## src/rtl/uart_rx_16x.sv

```systemverilog
// 16x-oversampled UART receiver: start, DATA_BITS data bits LSB first, optional even parity, one stop bit.
// Optional feature: define UART_RX_PARITY_EN to receive and check an even parity bit after the data bits.
`timescale 1ns/1ps
module uart_rx_16x #(
    parameter int DATA_BITS  = 8,
    parameter int OVERSAMPLE = 16
) (
    input  logic                 clk,
    input  logic                 reset,
    input  logic                 baud_tick,
    input  logic                 rx_in,
    output logic [DATA_BITS-1:0] rx_data,
    output logic                 rx_valid,
    output logic                 rx_ferror,
    output logic                 rx_perror,
    output logic                 rx_busy
);
    localparam int TW = $clog2(OVERSAMPLE);
    localparam int BW = $clog2(DATA_BITS + 1);
    localparam logic [TW-1:0] TICK_MID  = TW'(OVERSAMPLE / 2 - 1);
    localparam logic [TW-1:0] TICK_LAST = TW'(OVERSAMPLE - 1);
    localparam logic [BW-1:0] BIT_LAST  = BW'(DATA_BITS - 1);

    typedef enum logic [2:0] {
        IDLE,
        START,
        DATA,
`ifdef UART_RX_PARITY_EN
        PARITY,
`endif
        STOP,
        BRK_WAIT
    } state_t;

    state_t                 state_q;
    logic                   sync1_q;
    logic                   sync2_q;
    logic [TW-1:0]          tick_q;
    logic [BW-1:0]          bit_q;
    logic [DATA_BITS-1:0]   shreg_q;
    logic [DATA_BITS-1:0]   data_q;
    logic                   valid_q;
    logic                   ferr_q;
    logic                   rx_s;

    assign rx_s = sync2_q;

    // rx_valid is a one-cycle pulse with no ready: the consumer must take rx_data and the
    // error flags in that same cycle; rx_data then holds until the next frame completes.
    assign rx_data   = data_q;
    assign rx_valid  = valid_q;
    assign rx_ferror = ferr_q;
    assign rx_busy   = (state_q != IDLE);

`ifdef UART_RX_PARITY_EN
    logic perr_q;
    logic perr_out_q;
    assign rx_perror = perr_out_q;
`else
    assign rx_perror = 1'b0;
`endif

    always_ff @(posedge clk or negedge reset) begin
        if (!reset) begin
            state_q    <= IDLE;
            sync1_q    <= 1'b1;
            sync2_q    <= 1'b1;
            tick_q     <= '0;
            bit_q      <= '0;
            shreg_q    <= '0;
            data_q     <= '0;
            valid_q    <= 1'b0;
            ferr_q     <= 1'b0;
`ifdef UART_RX_PARITY_EN
            perr_q     <= 1'b0;
            perr_out_q <= 1'b0;
`endif
        end else begin
            sync1_q <= rx_in;
            sync2_q <= sync1_q;
            valid_q <= 1'b0;
            ferr_q  <= 1'b0;
`ifdef UART_RX_PARITY_EN
            perr_out_q <= 1'b0;
`endif
            case (state_q)
                IDLE: begin
                    if (!rx_s) begin
                        state_q <= START;
                        tick_q  <= '0;
                    end
                end
                START: begin
                    if (baud_tick) begin
                        if (tick_q == TICK_MID) begin
                            // Line back high at mid start bit means a glitch, not a frame.
                            tick_q  <= '0;
                            bit_q   <= '0;
                            state_q <= rx_s ? IDLE : DATA;
                        end else begin
                            tick_q <= tick_q + 1'b1;
                        end
                    end
                end
                DATA: begin
                    if (baud_tick) begin
                        if (tick_q == TICK_LAST) begin
                            tick_q  <= '0;
                            shreg_q <= {rx_s, shreg_q[DATA_BITS-1:1]};
                            bit_q   <= bit_q + 1'b1;
                            if (bit_q == BIT_LAST) begin
`ifdef UART_RX_PARITY_EN
                                state_q <= PARITY;
`else
                                state_q <= STOP;
`endif
                            end
                        end else begin
                            tick_q <= tick_q + 1'b1;
                        end
                    end
                end
`ifdef UART_RX_PARITY_EN
                PARITY: begin
                    if (baud_tick) begin
                        if (tick_q == TICK_LAST) begin
                            tick_q  <= '0;
                            perr_q  <= ^{shreg_q, rx_s};
                            state_q <= STOP;
                        end else begin
                            tick_q <= tick_q + 1'b1;
                        end
                    end
                end
`endif
                STOP: begin
                    if (baud_tick) begin
                        if (tick_q == TICK_LAST) begin
                            tick_q  <= '0;
                            data_q  <= shreg_q;
                            valid_q <= 1'b1;
                            ferr_q  <= ~rx_s;
`ifdef UART_RX_PARITY_EN
                            perr_out_q <= perr_q;
`endif
                            // A low stop bit may be a break; wait for the line to recover.
                            state_q <= rx_s ? IDLE : BRK_WAIT;
                        end else begin
                            tick_q <= tick_q + 1'b1;
                        end
                    end
                end
                BRK_WAIT: begin
                    if (rx_s) begin
                        state_q <= IDLE;
                        tick_q  <= '0;
                    end
                end
                default: begin
                    state_q <= IDLE;
                    tick_q  <= '0;
                end
            endcase
        end
    end
endmodule

```

## config.mk

```make
export PLATFORM = sky130hd
export DESIGN_NAME = uart_rx_16x
export DESIGN_NICKNAME = d
export VERILOG_FILES = /design/src/rtl/uart_rx_16x.sv
export SDC_FILE = /design/constraint.sdc
export NUM_CORES = 1
export LEC_CHECK = 0
export ABC_AREA = 0
export CORE_UTILIZATION = 30
export CTS_BUF_LIST = sky130_fd_sc_hd__clkbuf_8
export DETAILED_ROUTE_END_ITERATION = 7
export GPL_ROUTABILITY_DRIVEN = 0
export PLACE_DENSITY = 0.57
export SETUP_SLACK_MARGIN = 0.3
export SYNTH_ARGS = -nofsm -noshare
export SYNTH_HDL_FRONTEND = slang
export SYNTH_SLANG_ARGS = --single-unit
```

## constraint.sdc

```tcl
create_clock -name clk -period 1.9 [get_ports clk]
set_input_delay 0.475 -clock clk [delete_from_list [all_inputs] [get_ports clk]]
set_output_delay 0.475 -clock clk [all_outputs]
set_load 0.01 [all_outputs]
```

Yosys cells after proc, flatten, opt, wreduce, memory -nomap -nowiden
Index checks and enable logic that the tools add are counted.
{"block": "op_classes", "n_addsub": 2, "n_mux": 30, "reduce_logical": 9, "bitwise": 1, "eq_ne": 17}
{"operator": "$mux 4", "count": 10}
{"operator": "$mux 3", "count": 10}
{"operator": "$ne 2x2->1 const B", "count": 9}
{"operator": "$pmux 4 s4", "count": 1}
{"operator": "$pmux 3 s5", "count": 1}
{"operator": "$reduce_and 9->1", "count": 1}
{"operator": "$add 4x1->4 const B", "count": 2}
{"operator": "$eq 4x3->1 const B", "count": 2}
{"operator": "$pmux 4 s2", "count": 1}
{"operator": "$eq 3x2->1 const B", "count": 2}
{"operator": "$mux 1", "count": 6}
{"operator": "$reduce_and 3->1", "count": 2}
{"operator": "$reduce_and 5->1", "count": 1}
{"operator": "$eq 4x4->1 const B", "count": 1}
{"operator": "$reduce_and 4->1", "count": 1}
{"operator": "$eq 3x1->1 const B", "count": 1}
{"operator": "$eq 3x3->1 const B", "count": 1}
{"operator": "$logic_not 3->1", "count": 1}
{"operator": "$reduce_bool 3->1", "count": 1}
{"operator": "$mux 2", "count": 1}
{"operator": "$ne 2x1->1 const B", "count": 1}
{"operator": "$reduce_bool 2->1", "count": 1}
{"operator": "$reduce_or 2->1", "count": 1}
{"operator": "$not 1->1", "count": 1}
{"block": "word_totals", "ff_bits": 31, "output_inout_bits": 12, "elab_cells": 68, "inputBits": 4}

Longest topological paths before layout
{"block": "depth", "word_depth": 5, "ltp_mapped": 6, "depth_no_buf": 5}

Worst setup path before layout
No wires, ideal clock.
{"block": "synth_timing", "path_kind": "flip-flop to flip-flop", "startpoint": "register state_q[0]", "endpoint": "register state_q[0]", "setup_slack_ns": 0.169, "arrival_ns": 1.655, "required_ns": 1.824, "stages_incl_launch_ff": 6, "setup_time_ns": 0.076, "path_buffers": 1, "period_less_slack_ns": 1.731, "path_cell_list": "dfrtp_1 > buf_4 > nor2_2 > mux2_4 > or4_1 > o21ai_1"}
{"block": "synth_via", "elab_chain_cells": 3, "word_cells_on_any_way": 16, "cone_classes": "13 x eq/ne; 1 x mux; 2 x reduce/logical"}
{"element": "start, declared", "line": "35", "source": "state_t state_q;"}
{"element": "start signal, assigned", "line": "99", "source": "state_q <= rx_s ? IDLE : DATA;"}
{"element": "start signal, assigned", "line": "147", "source": "state_q <= rx_s ? IDLE : BRK_WAIT;"}
{"element": "$eq 3x2->1, or another cell as far along", "line": "86", "source": "case (state_q)"}
{"element": "$ne 2x2->1 (no line)"}
{"element": "$reduce_and 9->1 (no line)"}
Parallel ways exist; a longest one is shown, timed or not.
A chain may end at the register's enable or synchronous reset.

Worst setup path after layout
{"block": "layout_timing", "startpoint": "register state_q[2]", "endpoint": "register shreg_q[1]"}
{"block": "layout_via", "elab_chain_cells": 2}
{"element": "$eq 3x2->1", "line": "86"}
{"element": "$reduce_and 3->1 (no line)"}
{"element": "end signal, assigned", "line": "109", "source": "shreg_q <= {rx_s, shreg_q[DATA_BITS-1:1]};"}
{"element": "end, declared", "line": "40", "source": "logic [DATA_BITS-1:0] shreg_q;"}
No other way between the ends.

==> flow_metrics.tcl <==
set metrics [dict create \
    grt_pass1_wl_mm 4.83 \
    dieArea_um2 5060 \
    placed_cell_area_um2 1660 \
    avgSynthCellArea_um2 12.6 \
    drt-total-wl_mm 2.92 \
    critPathRequiredTime_ns 2.07 \
    slew_viol_final 0 \
    drv_cap 0 \
    route.detailed.wl_per_inst_um 14.5 \
    rrSetupSlack_ns 0.20 \
    clk_pin_slew_ns 0.07 \
    cp_max_fo 5 \
    die_height_um 71.1 \
    gr-total-overflow 0 \
    synth.top_cell.area_share_pct 50.7 \
    ctsRootBufferMaster "clkbuf_8" \
    ys_ff_latch 31 \
    ys.flop_type "dfrtp_1" \
    yosysSeqAreaShare_pct 54.3 \
    crit_buf_inv 1 \
    fin_worst_skew_ns 0.00525 \
    crit_path_start_kind "register" \
    synthTopCellsByArea "dfrtp_1 51%, mux2_4 8.4%, mux2_2 7.9%" \
    layout-drive-gt1-share_pct 44.3 \
    synth_largest_area_cell "dfrtp_1" \
    hold_violations 0 \
    ant_nets 0 \
    nets 154 \
    place_ws_ns -0.297 \
    core_area_um2 4470 \
    grt_use_total_pct 12.7 \
    leakagePower_nw 0.971 \
    synth_edf_count 0 \
    fillers 422 \
    synth_most_common_cell "dfrtp_1" \
    first_pass_iters 6 \
    clk_latency_ns 0.29 \
    instances_no_fill 201 \
    cp_cell_sequence "buf_6 -> and4b_2 -> o21ai_2 -> or2_4 -> mux2_4" \
    viasPerCell 4.93 \
    grt_pass1_vias 966 \
    antenna_cells 0 \
    status "finished, violations left" \
    design_area_um2 1970 \
    cts_made_buffers 5 \
    ir_worst_vdd_mv 0.355 \
    dp_cells 183 \
    finalPower_mw 2.12 \
    ys_types 37 \
    timing.hold.ws_ns 0.363 \
    dpl.hpwl_mm 1.79 \
    setup_viol 0 \
    utilization_pct 44.1 \
    synth_common_cells "29 x dfrtp_1, 10 x mux2_2, 10 x o21ai_0, 8 x mux2_4, 7 x nor2_1" \
    syn_nets 120 \
    period_share_pct 89.6 \
    fmax_mhz 587 \
    cts_tree "done" \
    clk_path_buf_depth 2 \
    grt_start_max_net_pins 32 \
    power_density_nw_per_um2 1070 \
    row_count 24 \
    hold_buffers 0 \
    violations "DRC" \
    initial_core_util_pct 32.0 \
    rsz0062_at_grt "true" \
    max_stage_delay_ns 0.44 \
    cp_top_family "simple AND/OR/NAND/NOR gates" \
    io_pins 16 \
    tns_ns 0 \
    synth_cells 114 \
    criticalPathCategory "register to register" \
    num_vias 991 \
    period_minus_slack_ns 1.70 \
    h-tree-depth 2 \
    die_w_um 71.1 \
    setup_ws_ns 0.198 \
    hp-class "register to register" \
    worst_ep_arrival_time_ns 1.88 \
    drtIter0Drc 74 \
    async_reset_ff_share_pct 100 \
    io_buffer_count 14 \
    yosys_warnings 0 \
    area_growth_pct 37.8 \
    drc 2 \
    slowest_stage "dfrtp_1" \
    antenna_found_initial 0 \
    clock_sinks 31 \
    netlist_area_um2 1430 \
    cp-end-kind "register" \
]
## cells by family after synthesis
group	count (synthesis)	synth area share (%)
flops	31	54.3
fa+ha+maj	2	1.75
other cells	1	0.262
buf+inv	9	4.54
mux	19	16.9
xor+xnor	1	0.611
simple gates	33	14.0
compound gates	18	7.60
## area by class of cell
class | instances | area [um^2] | area share, %
sequential | 31 | 778 | 39.4
clock inverter | 3 | 63.8 | 3.23
timing repair buffer | 31 | 282 | 14.3
clock buffer | 5 | 68.8 | 3.49
tap | 52 | 65.1 | 3.30
multi-input combinational | 76 | 706 | 35.7
inverter | 3 | 11.3 | 0.570
## worst reg2reg max path: stages, from the launching register on
cell	delay, ns
dfrtp_1	0.44
buf_6	0.15
and4b_2	0.32
o21ai_2	0.09
or2_4	0.30
mux2_4	0.30
## registers in the layout (all words and copies together), names as in the netlist
| register | count |
|---|---|
| rx_s | 1 |
| bit_q | 4 |
| shreg_q | 8 |
| state_q | 3 |
| rx_valid | 1 |
| rx_ferror | 1 |
| rx_data | 8 |
| tick_q | 4 |
| sync1_q | 1 |
## report_power, final
group          total, mW  internal (mW)  switching [mW]
clock network      0.771          0.519           0.253
logic              0.594          0.315           0.279
registers          0.756          0.712          0.0438
total               2.12           1.55           0.575
## path summary, 6_finish.rpt
path,to,cells after the start,start
worst min-delay path,rx_s,0,sync1_q
min in group asynchronous,tick_q[3],2,reset
worst max register to register,shreg_q[1],5,state_q[2]
worst min register to register,rx_s,0,sync1_q
worst max-delay path,shreg_q[1],5,state_q[2]
max in group asynchronous,sync1_q,2,reset
## per-layer routing
layer | vias to the layer above | global-route usage (%) | part of all wire, %
met2 | 19 | 18.8 | 45
met1 | 493 | 16.7 | 49
met3 | 5 | 5.13 | 4.6
met4 | 0 | 4.67 | 1.4
met5 | - | 0 | 0
li1 | 474 | - | -
## timing repair
| item | in CTS | in global routing |
|---|---|---|
| pin swaps | 4 | 2 |
| hold endpoints to repair | 0 | 0 |
| resized for setup | 41 | 10 |
| endpoints found under the setup margin | 35 | 24 |
| setup buffers | 5 | 3 |
| cloned | 2 | 0 |
## cell usage in the layout (no fill, tap or decap), drive strengths merged, types with 2 or more instances in the layout
master | netlist | routed
nor3 | 3 | 3
nor2 | 8 | 8
or2 | 1 | 2
dfstp | 2 | 2
clkbuf | 0 | 5
dfrtp | 29 | 29
o21ai | 12 | 12
buf | 6 | 18
o31ai | 3 | 3
dlygate4sd2 | 0 | 11
ha | 2 | 2
bufinv | 0 | 2
mux2 | 18 | 18
clkdlybuf4s50 | 0 | 2
inv | 3 | 4
and4 | 1 | 2
nand2 | 6 | 6
nand2b | 2 | 2
nand3 | 2 | 2
Power figures use the tool's default switching activity.
